--- config.mk ---
export PLATFORM = sky130hd
export DESIGN_NAME = serial_gray_sequencer
export DESIGN_NICKNAME = d
export VERILOG_FILES = /design/src/rtl/gray_pkg.sv /design/src/rtl/full_adder.sv /design/src/rtl/serial_add_cell.sv /design/src/rtl/serial_gray_sequencer.sv
export SDC_FILE = /design/constraint.sdc
export NUM_CORES = 1
export LEC_CHECK = 0
export ABC_AREA = 0
export CORE_ASPECT_RATIO = 0.5
export CORE_MARGIN = 1.5
export CORE_UTILIZATION = 55
export CTS_CLUSTER_SIZE = 40
export DETAILED_ROUTE_END_ITERATION = 10
export PLACE_DENSITY = 0.86
export SETUP_SLACK_MARGIN = 0.05
export SYNTH_ARGS = -nofsm -noshare
export SYNTH_HDL_FRONTEND = slang
export SYNTH_SLANG_ARGS = --single-unit
--- constraint.sdc ---
create_clock -name clk -period 3.2 [get_ports clk]
set_clock_uncertainty 0.1 [all_clocks]
set_input_delay 0.64 -clock clk [delete_from_list [all_inputs] [get_ports clk]]
set_output_delay 0.64 -clock clk [all_outputs]
set_load 0.02 [all_outputs]
--- src/rtl/gray_pkg.sv ---
// Shared constants and types for the bit-serial RGB888 to grayscale path.
// The term table breaks each luma coefficient into shifted copies of its channel.
package gray_pkg;

    localparam int COEF_R  = 77;
    localparam int COEF_G  = 150;
    localparam int COEF_B  = 29;
    localparam int N_TERMS = 12;

    typedef enum logic [1:0] {CH_R, CH_G, CH_B} chan_e;

    typedef enum logic [1:0] {ST_IDLE, ST_LOAD, ST_ADD, ST_DONE} state_e;

    typedef struct packed {
        chan_e      ch;
        logic [2:0] shift;
    } term_t;

    // 77 = 64+8+4+1, 150 = 128+16+4+2, 29 = 16+8+4+1
    function automatic term_t term_at(input logic [3:0] k);
        term_t t;
        case (k)
            4'd0:    t = '{CH_R, 3'd6};
            4'd1:    t = '{CH_R, 3'd3};
            4'd2:    t = '{CH_R, 3'd2};
            4'd3:    t = '{CH_R, 3'd0};
            4'd4:    t = '{CH_G, 3'd7};
            4'd5:    t = '{CH_G, 3'd4};
            4'd6:    t = '{CH_G, 3'd2};
            4'd7:    t = '{CH_G, 3'd1};
            4'd8:    t = '{CH_B, 3'd4};
            4'd9:    t = '{CH_B, 3'd3};
            4'd10:   t = '{CH_B, 3'd2};
            4'd11:   t = '{CH_B, 3'd0};
            default: t = '{CH_R, 3'd0};
        endcase
        return t;
    endfunction

endpackage

--- src/rtl/full_adder.sv ---
// One-bit combinational full adder.
module full_adder (
    input  logic a,
    input  logic b,
    input  logic cin,
    output logic sum,
    output logic cout
);

    assign sum  = a ^ b ^ cin;
    assign cout = (a & b) | (a & cin) | (b & cin);

endmodule

--- src/rtl/serial_add_cell.sv ---
// Bit-serial adder: a full adder plus a carry flop; clear zeroes the carry
// before a new operand pair starts streaming.
module serial_add_cell (
    input  logic clk,
    input  logic rst,
    input  logic clear,
    input  logic en,
    input  logic a,
    input  logic b,
    output logic sum,
    output logic cout
);

    logic carry;

    full_adder u_fa (
        .a    (a),
        .b    (b),
        .cin  (carry),
        .sum  (sum),
        .cout (cout)
    );

    always_ff @(posedge clk) begin
        if (rst || clear)
            carry <= 1'b0;
        else if (en)
            carry <= cout;
    end

endmodule

--- src/rtl/serial_gray_sequencer.sv ---
// Sequences the serial add cell through the 12-term luma table, accumulating
// Y = (77R + 150G + 29B [+128]) LSB-first; result is acc[15:8].
module serial_gray_sequencer
    import gray_pkg::*;
#(
    parameter int ACC_W = 16,
    parameter bit ROUND = 1'b1
) (
    input  logic       clk,
    input  logic       rst,
    input  logic       in_valid,
    output logic       in_ready,
    input  logic [7:0] in_r,
    input  logic [7:0] in_g,
    input  logic [7:0] in_b,
    output logic       out_valid,
    input  logic       out_ready,
    output logic [7:0] out_gray,
    output logic       busy
);

    localparam int CNT_W = $clog2(ACC_W);

    state_e             state, state_nxt;
    logic [7:0]         r, g, b;
    logic [ACC_W-1:0]   acc, addend;
    logic [3:0]         k;
    logic [CNT_W-1:0]   bit_cnt;
    logic               sum, cout;
    logic               last_bit, last_term;
    term_t              term;
    logic [7:0]         chan_val;

    assign term      = term_at(k);
    assign last_bit  = bit_cnt == CNT_W'(ACC_W - 1);
    assign last_term = k == 4'(N_TERMS - 1);

    always_comb begin
        chan_val = r;
        case (term.ch)
            CH_G:    chan_val = g;
            CH_B:    chan_val = b;
            default: chan_val = r;
        endcase
    end

    serial_add_cell u_cell (
        .clk   (clk),
        .rst   (rst),
        .clear (state == ST_LOAD),
        .en    (state == ST_ADD),
        .a     (acc[0]),
        .b     (addend[0]),
        .sum   (sum),
        .cout  (cout)
    );

    always_comb begin
        state_nxt = state;
        case (state)
            ST_IDLE: if (in_valid) state_nxt = ST_LOAD;
            ST_LOAD: state_nxt = ST_ADD;
            ST_ADD:  if (last_bit) state_nxt = last_term ? ST_DONE : ST_LOAD;
            ST_DONE: if (out_ready) state_nxt = ST_IDLE;
            default: state_nxt = ST_IDLE;
        endcase
    end

    always_ff @(posedge clk) begin
        if (rst)
            state <= ST_IDLE;
        else
            state <= state_nxt;
    end

    always_ff @(posedge clk) begin
        if (rst) begin
            r       <= '0;
            g       <= '0;
            b       <= '0;
            acc     <= '0;
            addend  <= '0;
            k       <= '0;
            bit_cnt <= '0;
        end else begin
            case (state)
                ST_IDLE: if (in_valid) begin
                    r   <= in_r;
                    g   <= in_g;
                    b   <= in_b;
                    acc <= ROUND ? ACC_W'(128) : '0;
                    k   <= '0;
                end
                ST_LOAD: begin
                    addend  <= ACC_W'(chan_val) << term.shift;
                    bit_cnt <= '0;
                end
                ST_ADD: begin
                    // Rotate: after ACC_W shifts the sum bits land back in place.
                    acc     <= {sum, acc[ACC_W-1:1]};
                    addend  <= addend >> 1;
                    bit_cnt <= bit_cnt + 1'b1;
                    if (last_bit && !last_term)
                        k <= k + 1'b1;
                end
                default: ;
            endcase
        end
    end

    assign in_ready  = state == ST_IDLE;
    assign busy      = state != ST_IDLE;
    assign out_valid = state == ST_DONE;
    assign out_gray  = acc[15:8];

endmodule
# After elaboration in Yosys (flattened, before gate mapping)
# Memory sizes are Yosys's and may differ from the RTL's. A register that Yosys moved wholly into a read port is not among the register bits.
# Index checks and enable logic that the tools add are counted.
[totals]
register_bits = 67
memories = 1
wordCells = 57
output_inout_bits = 11
inputBits = 28
romBits = 80
[mem_list]
columns = ["name", "words", "width", "rd", "rd_ports_with_merged_regs", "write_ports", "line", "rtl"]
rows = [
  ["(no name shown)", 16, 5, 1, 1, 0, "gray_pkg.sv:22", "case (k)"],
]
[classes]
eq_ne = 11
muxes = 15
shifts = 1
bitwise = 7
addsub = 2
reduce_logical = 11
[ops]
columns = ["op", "count"]
rows = [
  ["$pmux W16 S2", 2],
  ["$mux W16", 1],
  ["$mux W4", 4],
  ["$pmux W4 S2", 2],
  ["$pmux W8 S2", 1],
  ["$shl A8 B3 Y16", 1],
  ["$add A4 B1 Y4 const B", 2],
  ["$eq A4 B4 Y1 const B", 2],
  ["$mux W2", 4],
  ["$pmux W2 S4", 1],
  ["$eq A2 B2 Y1 const B", 3],
  ["$ne A2 B2 Y1 const B", 3],
  ["$reduce_and A3 Y1", 2],
  ["$reduce_bool A2 Y1", 3],
  ["$eq A2 B1 Y1 const B", 2],
  ["$reduce_and A2 Y1", 2],
  ["$and A1 B1 Y1", 3],
  ["$logic_not A2 Y1", 1],
  ["$ne A2 B1 Y1 const B", 1],
  ["$or A1 B1 Y1", 2],
  ["$xor A1 B1 Y1", 2],
  ["$logic_and A1 B1 Y1", 1],
  ["$logic_not A1 Y1", 1],
  ["$logic_or A1 B1 Y1", 1],
]

# Depth between registers and ports, before layout
# Gate-level depths: netlist of run 1.
[logic_depth]
ltp_word = 7
mapped_depth = 11
ltp_nobuf = 11

# By module
# A second synthesis of run 1 with hierarchy kept.
[unflattened]
cells_unflattened = 423
area_unflattened_um2 = 3512.1
[by_module_without_submodules]
columns = ["module", "area_per_inst_um2", "cells_per_inst", "seq_area_each_um2", "n_inst"]
rows = [
  ["serial_gray_sequencer", 3452.1, 419, 1401.3, 1],
  ["serial_add_cell", 40.0, 3, 20.0, 1],
  ["full_adder", 20.0, 1, 0.0, 1],
]

# Least setup slack after synthesis of run 1
# OpenSTA, ideal clock, no wires.
[synth_path]
path_kind = "reg-to-reg"
start = "reg state[0]"
end = "reg, netlist name term[0]"
arrival_ns = 2.383
stages_incl_launch_ff = 11
slack_ns = 0.630
synth_period_minus_slack_ns = 2.570
required_time_ns = 3.013
path_cell_list = "dfxtp_1 inv_1 ha_1 mux2i_2 a211oi_2 nand2b_1 a21oi_1 inv_1 ha_1 inv_1 o31ai_1"
[synth_via]
elab_chain_len = 5
word_cells_on_any_way = 9
classes_between = "eq/ne: 3; mux: 3; reduce/logical: 3"
[synth_lines]
columns = ["element", "line", "rtl"]
rows = [
  ["from (decl)", "serial_gray_sequencer.sv:24", "state_e state, state_nxt;"],
  ["from (signal assigned)", "serial_gray_sequencer.sv:73", "state <= state_nxt;"],
  ["$logic_not A2 Y1 (*)", "-", ""],
  ["named net in_ready", "serial_gray_sequencer.sv:12", "output logic in_ready,"],
  ["$ne A2 B2 Y1 (no source line) or $reduce_bool A2 Y1 (tied branches)", "-", ""],
  ["$reduce_and A3 Y1 (no source line)", "-", ""],
  ["$mux W4 (no source line) (*) (2 in a row)", "-", ""],
]
# The timed path passes the listed nets; every way through them passes the cells marked *.
# A chain may end at the register's enable or synchronous reset.

# Worst setup path in the final report of run 1
[layout_path]
start = "reg state[0]"
end = "reg, netlist name term[0]"
[layout_via]
elab_chain_len = 5
word_cells_on_any_way = 9
classes_between = "eq/ne: 3; mux: 3; reduce/logical: 3"
[layout_lines]
columns = ["element", "line", "rtl"]
rows = [
  ["$eq A2 B2 Y1 or $logic_not A2 Y1 (tied branches)", "serial_gray_sequencer.sv:86", "case (state)"],
  ["$ne A2 B2 Y1 (no source line) or $reduce_bool A2 Y1 (tied branches)", "-", ""],
  ["$reduce_and A3 Y1 (no source line)", "-", ""],
  ["$mux W4 (no source line) (*) (2 in a row)", "-", ""],
]
# Mark *: on every way between the ends. The rest lies on a longest branch, timed or not.

==> results of run 1 <==
## metal layers
layer	vias up	global-route usage [%]	wire length, µm
met5	-	0	0
met2	92	39.1	3450
li1	1542	-	-
met1	1405	28.4	3550
met3	14	9.26	471
met4	0	8.36	147
## through the flow
stage	cell area (µm²)	std cells	hold slack (ps)	setup WS (ps)	util, %
2_1_floorplan	3600	437	336	630	-
5_1_grt	4290	550	369	267	69.2
6_report	4290	550	355	449	69.2
4_1_cts	4290	550	358	465	69.2
3_3_place_gp	3970	534	345	467	64.0
3_5_place_dp	3970	534	351	311	64.0
## worst max-delay path by stage
stage	cells past startpoint	start	endpoint	slack, ps
final	11	state[0]$_SDFFE_PP0P_	term[0]$_DFF_P_	450
after global routing	11	state[0]$_SDFFE_PP0P_	term[0]$_DFF_P_	270
after CTS	11	state[0]$_SDFFE_PP0P_	term[0]$_DFF_P_	470
after detailed placement	10	in_valid	term[0]$_DFF_P_	310
after global placement	10	in_valid	term[0]$_DFF_P_	470
after floorplan	10	state[0]$_SDFFE_PP0P_	term[0]$_DFF_P_	630
## power by group through the flow
stage / combinational (mW) / sequential [mW] / clock [mW]
finish: 0.952 / 1.14 / 1.09
global route: 1.07 / 1.17 / 1.14
detailed placement: 0.934 / 1.16 / 0
global placement: 0.911 / 1.15 / 0
CTS: 0.949 / 1.14 / 1.10
floorplan: 0.731 / 1.12 / 0
## synthesized netlist by cell type, types with 2 or more instances
| master | count | area share, % |
|---|---|---|
| or3_1 | 2 | 0.35 |
| inv_1 | 22 | 2.3 |
| ha_1 | 12 | 4.2 |
| nor3_1 | 5 | 0.69 |
| nand2b_1 | 7 | 1.2 |
| mux4_1 | 2 | 1.5 |
| mux2i_1 | 5 | 1.4 |
| o21ai_0 | 10 | 1.4 |
| xnor2_1 | 4 | 0.97 |
| a22o_1 | 4 | 0.97 |
| buf_2 | 4 | 0.56 |
| o31ai_1 | 2 | 0.42 |
| mux4_2 | 5 | 3.1 |
| a211oi_1 | 5 | 1.0 |
| buf_4 | 8 | 1.7 |
| nor2b_1 | 5 | 0.87 |
| a221oi_2 | 2 | 0.83 |
| buf_1 | 4 | 0.42 |
| dfxtp_1 | 71 | 39 |
| a21oi_1 | 45 | 6.2 |
| o21bai_1 | 2 | 0.42 |
| a22oi_1 | 17 | 3.5 |
| a221oi_1 | 3 | 0.73 |
| nor3b_1 | 2 | 0.42 |
| clkbuf_1 | 20 | 2.1 |
| nand2_1 | 87 | 9.1 |
| nand3_1 | 10 | 1.4 |
| nand4_1 | 2 | 0.35 |
| a31oi_1 | 4 | 0.69 |
| and2_1 | 3 | 0.52 |
| nor2_1 | 39 | 4.1 |
| mux2_2 | 3 | 0.94 |
## layout make-up
| cell class | instances | area (µm²) |
|---|---|---|
| fill | 531 | 1910 |
| sequential | 71 | 1420 |
| multi-input combinational | 307 | 1920 |
| inverter | 22 | 82.6 |
| clock inverter | 3 | 65.1 |
| tap | 88 | 110 |
| timing repair buffer | 46 | 435 |
| clock buffer | 13 | 260 |
## worst register-to-register path: stages, from the launching register on
cell and delay [ps]:
dfxtp_1 350, inv_1 120, ha_1 360, and4b_1 360, a211oi_2 90, buf_4 180
nand2b_1 150, a21oi_1 250, inv_1 120, ha_1 290, inv_1 60, o31ai_1 240
## placed cells by master, fill, tap and decap left out, types with 3 or more instances in the layout
cell             Yosys  routed
nand2_1             87      87
dfxtp_1             71      71
a21oi_1             45      45
nor2_1              39      39
clkdlybuf4s50_1      0      37
inv_1               22      22
a22oi_1             17      17
ha_1                12      12
nand3_1             10      10
o21ai_0             10      10
clkbuf_16            0       9
buf_4                8       8
nand2b_1             7       7
nor3_1               5       5
mux2i_1              5       5
nor2b_1              5       5
a211oi_1             5       5
mux4_2               5       5
xnor2_1              4       4
a31oi_1              4       4
a22o_1               4       4
and2_1               3       3
a221oi_1             3       3
mux2_2               3       3
## logic make-up (layout without fill, tap and decap cells)
kind of cell	count (synthesis)	count (layout)	synth area share [%]
simple gates	166	166	19.8
compound gates	107	107	20.1
flops	71	71	39.4
buf+inv	59	84	7.32
mux	17	17	7.71
fa+ha+maj	13	13	4.72
xor+xnor	4	4	0.972
## sequential cells by signal, indices dropped and copies added, names as in the netlist
name,count
b,8
k,4
addend,15
g,8
r,8
u_cell.carry,1
state,2
acc,16
term,5
bit_cnt,4
==> summary.md, run 1 <==
| Metric | Value |
|---|---|
| Most common cell on crit path | `inv_1` |
| Share of cells above drive strength 1 | `8.44%` |
| Comb power frac | `29.9%` |
| Netlist cell types | `53` |
| Min-Delay Endpoint | `g[7]$_SDFFE_PP0P_` |
| CTS tree | `built` |
| Row Count | `20` |
| Crit-path max FO | `9` |
| Post-synth EDFFs | `0` |
| Net count reported at finish | `498` |
| Die area | `7080 µm²` |
| Vias in the first global route | `2832` |
| Ys async rst share | `0%` |
| Iteration-0 DRC Markers | `233` |
| Post-CTS setup buffer count | `0` |
| First-pass GRT wire length | `12.9 mm` |
| Reg-to-reg endpoint | `term[0]$_DFF_P_` |
| Sequential area share after synthesis | `39.4%` |
| Total Power | `3.18 mW` |
| Max IR drop VDD | `0.000373 V` |
| Drt wl/cell | `13.9 µm` |
| Worst EP required | `3340 ps` |
| Via/cell ratio | `5.55` |
| Largest net degree at the start of global routing | `49` |
| Cell Pwr Density | `742 nW/µm²` |
| Setup_tns | `0 ps` |
| Cts bufs inserted | `9` |
| Power share of the sequential group | `35.9%` |
| Minimum clock period | `2750 ps` |
| Yosys warning total | `0` |
| Slew Viols, Final | `0` |
| Mapped Cells | `437` |
| Sw frac | `32.5%` |
| GP Congestion | `0.866` |
| Clock sink count | `71` |
| Mean post-synth cell area | `8.25 µm²` |
| Final setup vio count | `0` |
| Max-slew headroom | `43.6%` |
| Leakage | `1.60 nW` |
| Final WL | `7.62 mm` |
| Hold crit path type | `reg2reg` |
| Synthesized flop and latch total | `71` |
| Clock root buffer | `clkbuf_16` |
| Post-route ant nets | `0` |
| Height of the die | `60.2 µm` |
| Worst Path Buf+Inv | `4` |
| Post-synthesis instance area | `3600 µm²` |
| Status | `completed` |
| Final worst path period share | `86.0%` |
| Via count | `3053` |
| Startpoint Class | `register` |
| Unrepaired setup endpoints after global routing | `no` |
| Die Wd | `117 µm` |
| Net Switching | `1.04 mW` |
| Post-CTS Resized | `0` |
| Antenna cell count | `0` |
| I/O pin cnt | `39` |
| Critical Path Sink Type | `register` |
| Reg2Reg Depth | `11` |
| Synth-to-layout area growth | `19.1%` |
| Critical path cell sequence | `inv_1 -> ha_1 -> and4b_1 -> a211oi_2 -> buf_4 -> nand2b_1 -> a21oi_1 -> inv_1 -> ha_1 -> inv_1 -> o31ai_1` |
| Tightest Pin Transition | `843 ps` |
| Ys flop type | `dfxtp_1` |
| DRC | `0` |
| Hold depth | `2` |
| Syn_nets | `478` |
| Fmax | `364 MHz` |
| GR Util All Layers | `23.5%` |
| Max-Cap Viols | `0` |
| Worst Path Class, Setup | `reg2reg` |
| Worst Hold Launch | `g[7]$_SDFFE_PP0P_` |
| Grt total ovfl | `0` |
| Initial antenna violation count | `0` |
| Slowest-stage cell, CP | `ha_1` |
| Hold-fix buffers, CTS | `0` |
| Reg2reg start | `state[0]$_SDFFE_PP0P_` |
| Clk Latency, worst-skew pair | `340 ps` |
| FF-to-FF setup slack | `450 ps` |
| Reg clk slew, reported paths | `50 ps` |
| Clock Tree Buf Depth | `2` |
| Clk pwr share | `34.2%` |
| P_int | `2.15 mW` |
| Initial Util | `58.1%` |
| Crit path arrival time | `2890 ps` |
| Core Region | `6210 µm²` |
| Family with the most delay on the worst path | `adder cells` |
| Post-detail-place hpwl | `5.01 mm` |
| H-tree depth | `3` |
| IO Port Bufs | `38` |
| Final hold vios | `0` |
| Router iterations before antenna repair | `4` |
| Worst path max stage delay | `360 ps` |
(Power assumes the default switching activity.)
==> inputs of run 2 (changes only) <==
--- a/config.mk
+++ b/config.mk
@@ -12,7 +12,7 @@
 export CTS_CLUSTER_SIZE = 40
 export DETAILED_ROUTE_END_ITERATION = 10
 export PLACE_DENSITY = 0.86
-export SETUP_SLACK_MARGIN = 0.05
 export SYNTH_ARGS = -nofsm -noshare
 export SYNTH_HDL_FRONTEND = slang
+export SYNTH_HIERARCHICAL = 1
 export SYNTH_SLANG_ARGS = --single-unit
==> run 2 against run 1 <==
Against the previous run: power up 4.2%; setup slack worse by 160 ps; worst hold slack worse by 1.4 ps; utilization up 0.48 points; die area down 2.5%; cell count down 2.0%; clock-buffer cell count down 3; combinational power up 9%; maximum frequency down 5.3%; synthesized cell count down 3.2%; via count up 0.85%; largest cell class unchanged; largest power group is now clock.
==> summary.md, run 2 <==
| Metric | Value |
|---|---|
| Mean post-synth cell area | `8.30 µm²` |
| Post-synthesis instance area | `3510 µm²` |
| Most frequent cell after synthesis | `nand2_1` |
| Yosys warning total | `6` |
| Hold crit path type | `reg2reg` |
| Post-route cell area | `4250 µm²` |
| I/O pin cnt | `39` |
| Yosys top cell area share | `40.5%` |
| Leakage | `1.62 nW` |
| Ranking of synthesized cells by area | `dfxtp_1, nand2_1, a21oi_1` |
| Hold-fix buffers, CTS | `0` |
| Slew Viols, Final | `0` |
| Height of the die | `59.5 µm` |
| Sequential area share after synthesis | `40.5%` |
| Final WL | `7.77 mm` |
| Slowest-stage cell, CP | `dfxtp_1` |
| Net Switching | `1.10 mW` |
| Post-detail-place hpwl | `5.11 mm` |
| Final worst path period share | `90.8%` |
| Total Power | `3.32 mW` |
| Cell depth of the worst setup path | `11` |
| Max-Cap Viols | `0` |
| Most frequent cells in the layout | `nand2_1, dfxtp_1, a21oi_1` |
| Antenna cell count | `0` |
| Tightest Pin Transition | `944 ps` |
| Crit-path max FO | `7` |
| Comb power frac | `31.3%` |
| Vias in the first global route | `2853` |
| Unrepaired setup endpoints after global routing | `no` |
| Net count reported at finish | `487` |
| FF-to-FF setup slack | `290 ps` |
| Number of flip-flops in the largest register | `16` |
| Cell Pwr Density | `780 nW/µm²` |
| Pre-CTS setup slack | `143 ps` |
| Family with the most delay on the worst path | `simple AND/OR/NAND/NOR gates` |
| Clock Tree Buf Depth | `2` |
| Critical Path Sink Type | `register` |
| Clk Latency, worst-skew pair | `340 ps` |
| Core Region | `6110 µm²` |
| Syn_nets | `464` |
| Router iterations before antenna repair | `5` |
| Reg clk slew, reported paths | `60 ps` |
| Worst Hold Launch | `g[5]$_SDFFE_PP0P_` |
| Via count | `3079` |
| Max-slew headroom | `36.9%` |
| Critical path cell sequence | `inv_1 -> ha_1 -> nor2b_1 -> a21oi_1 -> and2_1 -> xnor2_1 -> nor3_1 -> ha_1 -> inv_1 -> and2_1 -> mux2_1` |
| Via/cell ratio | `5.71` |
| Share of cells above drive strength 1 | `9.53%` |
| Post-route ant nets | `0` |
| P_int | `2.22 mW` |
| Post-synth EDFFs | `0` |
| Power share of the sequential group | `33.9%` |
| GR Util All Layers | `25.1%` |
| Row Count | `20` |
| GP Congestion | `0.858` |
| Ys flop type | `dfxtp_1` |
| IO Port Bufs | `38` |
| Most common cell after layout, fill and taps aside | `nand2_1` |
| Initial antenna violation count | `0` |
| Reg-to-reg endpoint | `term[1]$_DFF_P_` |
| Synth-to-layout area growth | `21.1%` |
| Synth cell count leaders | `nand2_1, dfxtp_1, a21oi_1, nor2_1, clkbuf_1` |
| Minimum clock period | `2910 ps` |
| Initial Util | `57.5%` |
| Largest area contributor in the netlist | `dfxtp_1` |
| Final hold vios | `0` |
| Clock sink count | `71` |
| DRC | `0` |
| Reg2reg start | `state[0]$_SDFFE_PP0P_` |
| Min-Delay Endpoint | `g[5]$_SDFFE_PP0P_` |
| Hold depth | `2` |
| Grt total ovfl | `0` |
| Biggest register | `acc` |
| Drt wl/cell | `14.4 µm` |
| Reg2Reg Depth | `11` |
| Status | `completed` |
| Die Wd | `116 µm` |
| Startpoint Class | `register` |
| Post-CTS setup buffer count | `0` |
| Mapped Cells | `423` |
| H-tree depth | `3` |
| Die area | `6900 µm²` |
| Post-CTS Resized | `0` |
| Netlist cell types | `51` |
| Iteration-0 DRC Markers | `344` |
| Fmax | `344 MHz` |
| Cts bufs inserted | `9` |
| Clk pwr share | `34.8%` |
| Largest regs | `acc x16, addend x15` |
| Crit path arrival time | `3030 ps` |
| Largest net degree at the start of global routing | `30` |
| Clock root buffer | `clkbuf_16` |
| Setup WS post-layout | `294 ps` |
| Dpl cell area | `3910 µm²` |
| Worst Path Class, Setup | `reg2reg` |
| Max IR drop VDD | `0.000410 V` |
| Worst path max stage delay | `400 ps` |
| Worst EP required | `3320 ps` |
| Setup_tns | `0 ps` |
| # placed instances | `523` |
| Sw frac | `33.2%` |
| Final non-filler cell total | `539` |
| Final setup vio count | `0` |
| First-pass GRT wire length | `13.2 mm` |
| Worst Path Buf+Inv | `2` |
| Synthesized flop and latch total | `71` |
| Ys async rst share | `0%` |
| CTS tree | `built` |
-- run 2: per-stage QoR --
step | hold slack (ps) | util (%)
5_1_grt | 374 | 69.7
2_1_floorplan | 336 | -
3_5_place_dp | 348 | 64.0
3_3_place_gp | 343 | 64.0
6_report | 354 | 69.7
4_1_cts | 355 | 69.7
-- run 2: final cells by class --
| cell class | instances | area, µm² |
|---|---|---|
| flip-flops and latches | 71 | 1420 |
| well taps | 88 | 110 |
| clock buffers | 10 | 239 |
| fillers | 518 | 1850 |
| inverters | 16 | 60.1 |
| clock inverters | 6 | 108 |
| repair buffers | 49 | 458 |
| multi-input cells | 299 | 1860 |
-- run 2: metal layers --
layer / global-route usage [%] / share of wire (%) / vias up
met5: 0 / 0 / -
met4: 10.6 / 1.2 / 0
met3: 7.67 / 6.0 / 11
met2: 40.0 / 46 / 96
met1: 32.0 / 46 / 1451
li1: - / - / 1521
-- run 2: kinds of logic after synthesis --
logic type	synth area share [%]
buffers and inverters	6.63
XOR/XNOR	0.748
flip-flops	40.5
adder cells (fa/ha/maj)	4.84
multiplexers	6.06
AND/OR/NAND/NOR	21.3
AO/OA/AOI/OAI	19.9
-- run 2: power groups by stage --
stage               Sequential, mW  Combinational, mW  Clock, mW
global placement              1.13              0.999          0
detailed placement            1.14               1.02          0
floorplan                     1.11              0.785          0
finish                        1.13               1.04       1.15
global route                  1.14               1.16       1.20
CTS                           1.12               1.04       1.17
-- run 2: worst reg2reg max path, delay by kind of cell, from the launching register on --
kind	cells	cell delay [ps]
compound gates	1	340
xor+xnor	1	190
fa+ha+maj	2	610
buf+inv	2	150
flops	1	400
mux	1	280
simple gates	4	720
-- run 2: how the worst max path moves through the flow --
stage	startpoint	endpoint	slack, ps
5_1_grt	state[0]$_SDFFE_PP0P_	term[1]$_DFF_P_	100
6_report	state[0]$_SDFFE_PP0P_	term[1]$_DFF_P_	290
3_5_place_dp	in_valid	term[1]$_DFF_P_	140
4_1_cts	state[0]$_SDFFE_PP0P_	term[1]$_DFF_P_	300
3_3_place_gp	in_valid	term[1]$_DFF_P_	210
2_1_floorplan	state[0]$_SDFFE_PP0P_	term[1]$_DFF_P_	530
